[config.mk]
export PLATFORM = sky130hd
export DESIGN_NAME = register_bank_16
export DESIGN_NICKNAME = d
export VERILOG_FILES = /design/src/rtl/regbank_pkg.sv /design/src/rtl/write_decode_16.sv /design/src/rtl/register_bank_16.sv
export SDC_FILE = /design/constraint.sdc
export NUM_CORES = 1
export LEC_CHECK = 0
export CORE_ASPECT_RATIO = 1.75
export CORE_MARGIN = 2
export CORE_UTILIZATION = 30
export DETAILED_ROUTE_END_ITERATION = 8
export GPL_TIMING_DRIVEN = 0
export PLACE_DENSITY = 0.57
export SYNTH_ARGS = -nofsm -noshare
export SYNTH_HDL_FRONTEND = slang
export SYNTH_SLANG_ARGS = --single-unit
[constraint.sdc]
create_clock -name CLK -period 8.2 [get_ports CLK]
set_input_delay 1.23 -clock CLK [delete_from_list [all_inputs] [get_ports CLK]]
set_output_delay 1.23 -clock CLK [all_outputs]
set_load 0.1 [all_outputs]
[src/rtl/regbank_pkg.sv]
// Shared constants and helpers for the 16-entry register bank and its write-side blocks.
`timescale 1ns/1ps
package regbank_pkg;
    localparam int NUM_REGS = 16;
    localparam int ADDR_W   = 4;
    localparam int unsigned RESET_VAL = 0;

    function automatic logic [NUM_REGS-1:0] onehot16(input logic [ADDR_W-1:0] addr);
        logic [NUM_REGS-1:0] v;
        v       = '0;
        v[addr] = 1'b1;
        return v;
    endfunction
endpackage

[src/rtl/write_decode_16.sv]
// 4-to-16 one-hot write enable decoder, gated by the write request.
`timescale 1ns/1ps
module write_decode_16
    import regbank_pkg::*;
#(
    parameter bit ZERO_REG = 1'b0
) (
    input  logic                we_i,
    input  logic [ADDR_W-1:0]   waddr_i,
    output logic [NUM_REGS-1:0] wen_o
);
    always_comb begin
        wen_o = we_i ? onehot16(waddr_i) : '0;
        // A hard-wired zero register never sees a write enable.
        if (ZERO_REG) begin
            wen_o[0] = 1'b0;
        end
    end
endmodule

[src/rtl/register_bank_16.sv]
// 16 x WIDTH register bank: one decoded write port, two registered read ports with write bypass.
`timescale 1ns/1ps
module register_bank_16
    import regbank_pkg::*;
#(
    parameter int WIDTH    = 8,
    parameter bit ZERO_REG = 1'b0
) (
    input  logic                CLK,
    input  logic                RST,
    input  logic                WE,
    input  logic [ADDR_W-1:0]   WADDR,
    input  logic [WIDTH-1:0]    WDATA,
    input  logic                RE_A,
    input  logic [ADDR_W-1:0]   RADDR_A,
    input  logic                RE_B,
    input  logic [ADDR_W-1:0]   RADDR_B,
    output logic [WIDTH-1:0]    OUT_A,
    output logic [WIDTH-1:0]    OUT_B,
    output logic                VALID_A,
    output logic                VALID_B,
    output logic [NUM_REGS-1:0] WSTROBE
);
    logic [WIDTH-1:0]    regs_q [NUM_REGS];
    logic [NUM_REGS-1:0] wen;
    logic [WIDTH-1:0]    out_a_q, out_a_d;
    logic [WIDTH-1:0]    out_b_q, out_b_d;
    logic                valid_a_q, valid_b_q;
    logic [NUM_REGS-1:0] wstrobe_q;

    write_decode_16 #(.ZERO_REG(ZERO_REG)) u_wdec (
        .we_i    (WE),
        .waddr_i (WADDR),
        .wen_o   (wen)
    );

    // Bypass keys off the decoded enable, so a dropped write to register 0 is never forwarded.
    always_comb begin
        out_a_d = out_a_q;
        if (RE_A) begin
            out_a_d = wen[RADDR_A] ? WDATA : regs_q[RADDR_A];
            if (ZERO_REG && (RADDR_A == '0)) begin
                out_a_d = '0;
            end
        end
    end

    always_comb begin
        out_b_d = out_b_q;
        if (RE_B) begin
            out_b_d = wen[RADDR_B] ? WDATA : regs_q[RADDR_B];
            if (ZERO_REG && (RADDR_B == '0)) begin
                out_b_d = '0;
            end
        end
    end

    always_ff @(posedge CLK or posedge RST) begin
        if (RST) begin
            for (int i = 0; i < NUM_REGS; i++) begin
                regs_q[i] <= WIDTH'(RESET_VAL);
            end
            out_a_q   <= WIDTH'(RESET_VAL);
            out_b_q   <= WIDTH'(RESET_VAL);
            valid_a_q <= 1'b0;
            valid_b_q <= 1'b0;
            wstrobe_q <= '0;
        end else begin
            for (int i = 0; i < NUM_REGS; i++) begin
                if (wen[i]) begin
                    regs_q[i] <= WDATA;
                end
            end
            out_a_q   <= out_a_d;
            out_b_q   <= out_b_d;
            valid_a_q <= RE_A;
            valid_b_q <= RE_B;
            wstrobe_q <= wen;
        end
    end

    assign OUT_A   = out_a_q;
    assign OUT_B   = out_b_q;
    assign VALID_A = valid_a_q;
    assign VALID_B = valid_b_q;
    assign WSTROBE = wstrobe_q;
endmodule

**Yosys cells after proc, flatten, opt, wreduce, memory -nomap -nowiden**

Index checks and enable logic that the tools add are counted.

- Bitwise logic cells: 2
- $lt $le $gt $ge: 6
- Reductions and logical operators: 1
- Mux-type cells: 15

Operators by type and width:

| operator | count |
|---|---|
| $bmux 8 s4 | 2 |
| $mux 8 | 6 |
| $mux 16 | 1 |
| $lt 4x5->1 const B | 3 |
| $ge 5x5->1 const B | 2 |
| $not 4->5 | 2 |
| $bmux 1 s4 | 2 |
| $demux 1 s4 | 1 |
| $ge 4x1->1 const B | 1 |
| $mux 1 | 3 |
| $logic_and 1x1->1 | 1 |

- Register bits after elaboration: 162

**Logic depth before layout (Yosys ltp)**

- Word-level depth: 8
- Gate-level depth with buffers: 6

**Cells and area by module**

Synthesis repeated with hierarchy kept, for this count alone.

- Cell total of the unflattened synthesis: 570
- Area total of the unflattened synthesis: 8339.2 µm²

By module, submodules not included:

| module | sequential area each (µm²) | area each (µm²) | cells each | instances |
|---|---|---|---|---|
| register_bank_16 | 4053.9 | 8221.6 | 547 | 1 |
| write_decode_16 | 0.0 | 117.6 | 23 | 1 |

**Worst setup path before layout**

Ideal clock, no wire load.

- Path kind: input-to-reg
- Start point: in RADDR_A[1]
- End point: reg out_a_q[7] (netlist: OUT_A[7])
- Required time: 8.074 ns
- Path buffers: 2
- Setup time: 0.126 ns
- Data arrival time: 2.619 ns
- Stages on the path: 6
- Setup slack: 5.455 ns
- Cells stage by stage: clkbuf_1 > clkbuf_1 > mux4_2 > a22oi_1 > nand2_1 > a221o_1

- Longest elaborated chain between the ends: 5
- Elaborated cells on any way between the ends: 7
- Those cells by class: 6 x mux; 1 x bitwise

Ends and longest elaborated chain:

| item | RTL line | source |
|---|---|---|
| start: declaration | register_bank_16.sv:15 | `input logic [ADDR_W-1:0] RADDR_A,` |
| $not 4->5 (not written as such) | register_bank_16.sv:41 | `out_a_d = wen[RADDR_A] ? WDATA : regs_q[RADDR_A];` |
| $bmux 8 s4 | register_bank_16.sv:41 |  |
| $mux 8 (not written as such) (2 in a row) | register_bank_16.sv:41 |  |
| $mux 8 (*) | register_bank_16.sv:41 |  |
| end signal: assignment | register_bank_16.sv:63 | `out_a_q <= WIDTH'(RESET_VAL);` |
| end signal: assignment | register_bank_16.sv:74 | `out_a_q <= out_a_d;` |
| end: declaration | register_bank_16.sv:26 | `logic [WIDTH-1:0] out_a_q, out_a_d;` |

Mark *: on every way between the ends. The rest lies on a longest branch, timed or not. The select of a mux whose other input is x is not followed.
A chain may end at the register's enable or synchronous reset.

**Worst setup path after layout**

- Start point: in RADDR_A[1]
- End point: reg out_a_q[2] (netlist: OUT_A[2])

The elaborated chain is that of the path after synthesis.

==> flow_summary_export.csv <==
group,metric,value,unit
synth,yosys_warnings,0,
worst_hold_path,hp-class,"flop to flop",
sta,report.final.setup_viol,0,
worst_hold_path,hold_start,"regs_q[58]",
drt,route.antenna.remaining_nets,0,
run,max-cap-violations,0,
setup_path,cp_data_required_time,8.52,ns
placement,detailed_place_hpwl,17500,um
clock_tree,cts_root_buffer,"sky130_fd_sc_hd__clkbuf_16",
clock_tree,post_cts_clock_slew_at_the_launch_and_capture_registers_of_the_worst_setup_and_hold_paths,0.06,ns
synth,synth.net_count,560,
sta,hold_slack,0.519,ns
drt,finalWirelength,23700,um
placement,port-buffer-count,51,
floorplan,design.die.area,28700,um^2
setup_path,worstPathMaxFanout,10,
power_and_ir_drop,power.density_cell_area,266,nW/um^2
setup_path,critPathCaptureType,"flop",
sta,skew,0.00910,ns
cells_and_area,final_cell_mix,"sky130_fd_sc_hd__dfrtp_1, sky130_fd_sc_hd__mux2_2, sky130_fd_sc_hd__clkdlybuf4s50_1, sky130_fd_sc_hd__mux4_2, sky130_fd_sc_hd__a22oi_1",
sta,grt_setup_unrepaired,"false",
setup_path,timing.critical_path.buf_inv,2,
sta,worst-slew-pin-transition,1.00,ns
setup_path,timing.reg2reg.worst_path_depth,4,
cells_and_area,n_antenna_cell,0,
sta,maxClockFrequency,296,MHz
cells_and_area,layout-drive-gt1-share,35.6,%
clock_tree,cts_max_level,4,
synth,syn_inst,535,
grt,total_global_routing_overflow,0,
floorplan,start_util,30.3,%
setup_path,timing.critical_path.cells,"clkbuf_1, clkbuf_1, mux4_1, a22oi_1, nand2_1, a221o_1",
worst_hold_path,worst_hold_path.endpoint,"regs_q[58]",
grt,grt_antenna_before_repair,0,
floorplan,num_rows,80,
drt,drt_iter0_drc,353,
clock_tree,postCtsHoldBufs,0,
setup_path,class_of_the_most_critical_setup_path,"input pin to flop",
run_status,outcome,"complete, no violations",
synth,avgSynthCellArea,15.3,um^2
setup_path,cp_slowest_cell,"sky130_fd_sc_hd__clkbuf_1",
drt,drt_first_pass_iters,4,
sta,final.min_clock_period,3.37,ns
floorplan,die_x,129,um
floorplan,floorplan.io_pins,59,
cells_and_area,synthToLayoutAreaGrowth,19.0,%
setup_path,r2r_setup_slack,6.14,ns
drt,vias_per_cell,5.47,
drt,drc,0,
synth,synth.cell_area,8190,um^2
power_and_ir_drop,internal_pwr_total,0.00179,W
power_and_ir_drop,p_leak,4.13,nW
sta,fin_tns_setup,0,ns
power_and_ir_drop,switching_pwr,0.000804,W
sta,hold_viol,0,
floorplan,core_area,27000,um^2
sta,finalMaxSlewViolations,0,
clock_tree,cts.repair.resized,0,
power_and_ir_drop,share_clk_of_total_power,31.5,%
drt,detail_route.wl_per_cell,25.0,um
drt,routed-via-count,5176,
sta,final_min_period_over_clock_period,41.1,%
power_and_ir_drop,combinationalPowerShare,26.7,%
setup_path,timing.critical_path.slowest_cell_delay,0.64,ns
clock_tree,clock_latency,0.44,ns
power_and_ir_drop,vdd_drop_max,0.146,mV
clock_tree,clock_sink_count,162,
setup_path,worst_r2r_endpoint,"OUT_A[2]",
cells_and_area,num-nets-final,631,
clock_tree,tritoncts_clock_tree,"yes",
grt,grt_pass1_vias,5608,
synth,ys_seq_area_share,49.5,%
setup_path,critPathTopFamily,"buffers and inverters",
placement,finalWeightedCongestion,0.908,
power_and_ir_drop,share_seq_of_total_power,41.7,%
synth,number_of_distinct_library_cells_after_synthesis,28,
setup_path,worst_r2r_startpoint,"regs_q[50]",
cells_and_area,layout.cells.most_common,"sky130_fd_sc_hd__dfrtp_1",
floorplan,dieHeight,223,um
clock_tree,clock_path_buffers,2,
setup_path,cp_data_arrival_time,3.69,ns
grt,grt_start_max_net_pins,99,
clock_tree,post_cts.repair.setup_buffers,0,
clock_tree,tritoncts.num_buffers,17,
setup_path,start_kind,"input pin",
grt,grt_pass1_wl,35900,um
synth,synth_seq_cells,162,
worst_hold_path,whs_path_depth,1,
power_and_ir_drop,switching_share,31.0,%
grt,gr-usage-all-layers,17.2,%
setup_path,timing.critical_path.mode_cell,"sky130_fd_sc_hd__clkbuf_1",
sta,max_slew_margin,32.8,%
==> state kept, by name, summed over array words and instances (netlist names) <==
register and count:
OUT_B 8, regs_q 128, OUT_A 8, WSTROBE 16
VALID_B 1, VALID_A 1
==> how the worst max path moves through the flow <==
stage	startpoint	cells past startpoint	to	slack (ns)
after floorplan	RST	1	OUT_A[0]	2.59
after global placement	RST	2	WSTROBE[8]	0.70
after detailed placement	RADDR_A[1]	6	OUT_A[2]	4.41
after CTS	RADDR_A[1]	6	OUT_A[2]	4.87
after global routing	RADDR_A[1]	6	OUT_A[2]	4.83
final	RADDR_A[1]	6	OUT_A[2]	4.83
==> power groups by stage <==
stage	Combinational [W]	Sequential (W)	Clock, W
2_1_floorplan	0.000375	0.00121	0
3_3_place_gp	0.000676	0.00107	0
3_5_place_dp	0.000696	0.00109	0
4_1_cts	0.000698	0.00108	0.000842
5_1_grt	0.000729	0.00110	0.000870
6_report	0.000695	0.00108	0.000819
==> routing by layer <==
metal	track usage (%)	wire length [um]	part of all wire, %
met1	18.6	8640	37
met3	3.27	914	3.9
met2	29.4	12400	52
met4	12.6	1710	7.2
met5	0	0	0
==> cell families (layout without fill, tap and decap cells) <==
| family | count (synthesis) | after routing | synth area share (%) |
|---|---|---|---|
| flip-flops | 162 | 162 | 49.5 |
| XOR/XNOR | 8 | 8 | 0.855 |
| buffers and inverters | 50 | 133 | 3.34 |
| multiplexers | 192 | 192 | 36.4 |
| AO/OA/AOI/OAI | 50 | 50 | 5.04 |
| AND/OR/NAND/NOR | 73 | 73 | 4.87 |
==> cells in the mapped netlist (all sizes together) <==
cell type | n | share of area (%)
and4 | 2 | 0.21
xor2 | 6 | 0.64
nor3 | 5 | 0.49
xnor2 | 2 | 0.21
nand2 | 22 | 1.0
clkbuf | 26 | 1.2
a31oi | 2 | 0.15
dfrtp | 162 | 49
mux2 | 128 | 18
nand2b | 4 | 0.31
and2 | 2 | 0.15
or3 | 3 | 0.23
nand3 | 3 | 0.18
mux4 | 64 | 19
nor2 | 11 | 0.69
a22oi | 32 | 2.9
buf | 14 | 1.7
inv | 10 | 0.46
a221o | 16 | 2.0
nor2b | 21 | 1.6
==> through the flow <==
stage | utilization, % | total power [W] | setup slack, ns | area (um^2) | instances
2_1_floorplan | - | 0.00158 | 2.59 | 8190 | 535
3_3_place_gp | 33.7 | 0.00175 | 0.696 | 9110 | 914
3_5_place_dp | 33.8 | 0.00179 | 4.41 | 9150 | 915
4_1_cts | 36.1 | 0.00262 | 4.87 | 9750 | 946
5_1_grt | 36.1 | 0.00270 | 4.83 | 9750 | 946
6_report | 36.1 | 0.00260 | 4.83 | 9750 | 946
==> layout make-up <==
type                            count  area, um^2
Buffer                             40         236
Clock buffer                       21         470
Clock inverter                     10         133
Fill cell                        2536       17300
Inverter                           10        42.5
Multi-Input combinational cell    323        3870
Sequential cell                   162        4050
Tap cell                          328         410
Timing Repair Buffer               52         538
Note: power is estimated with default switching activity, not from simulation.
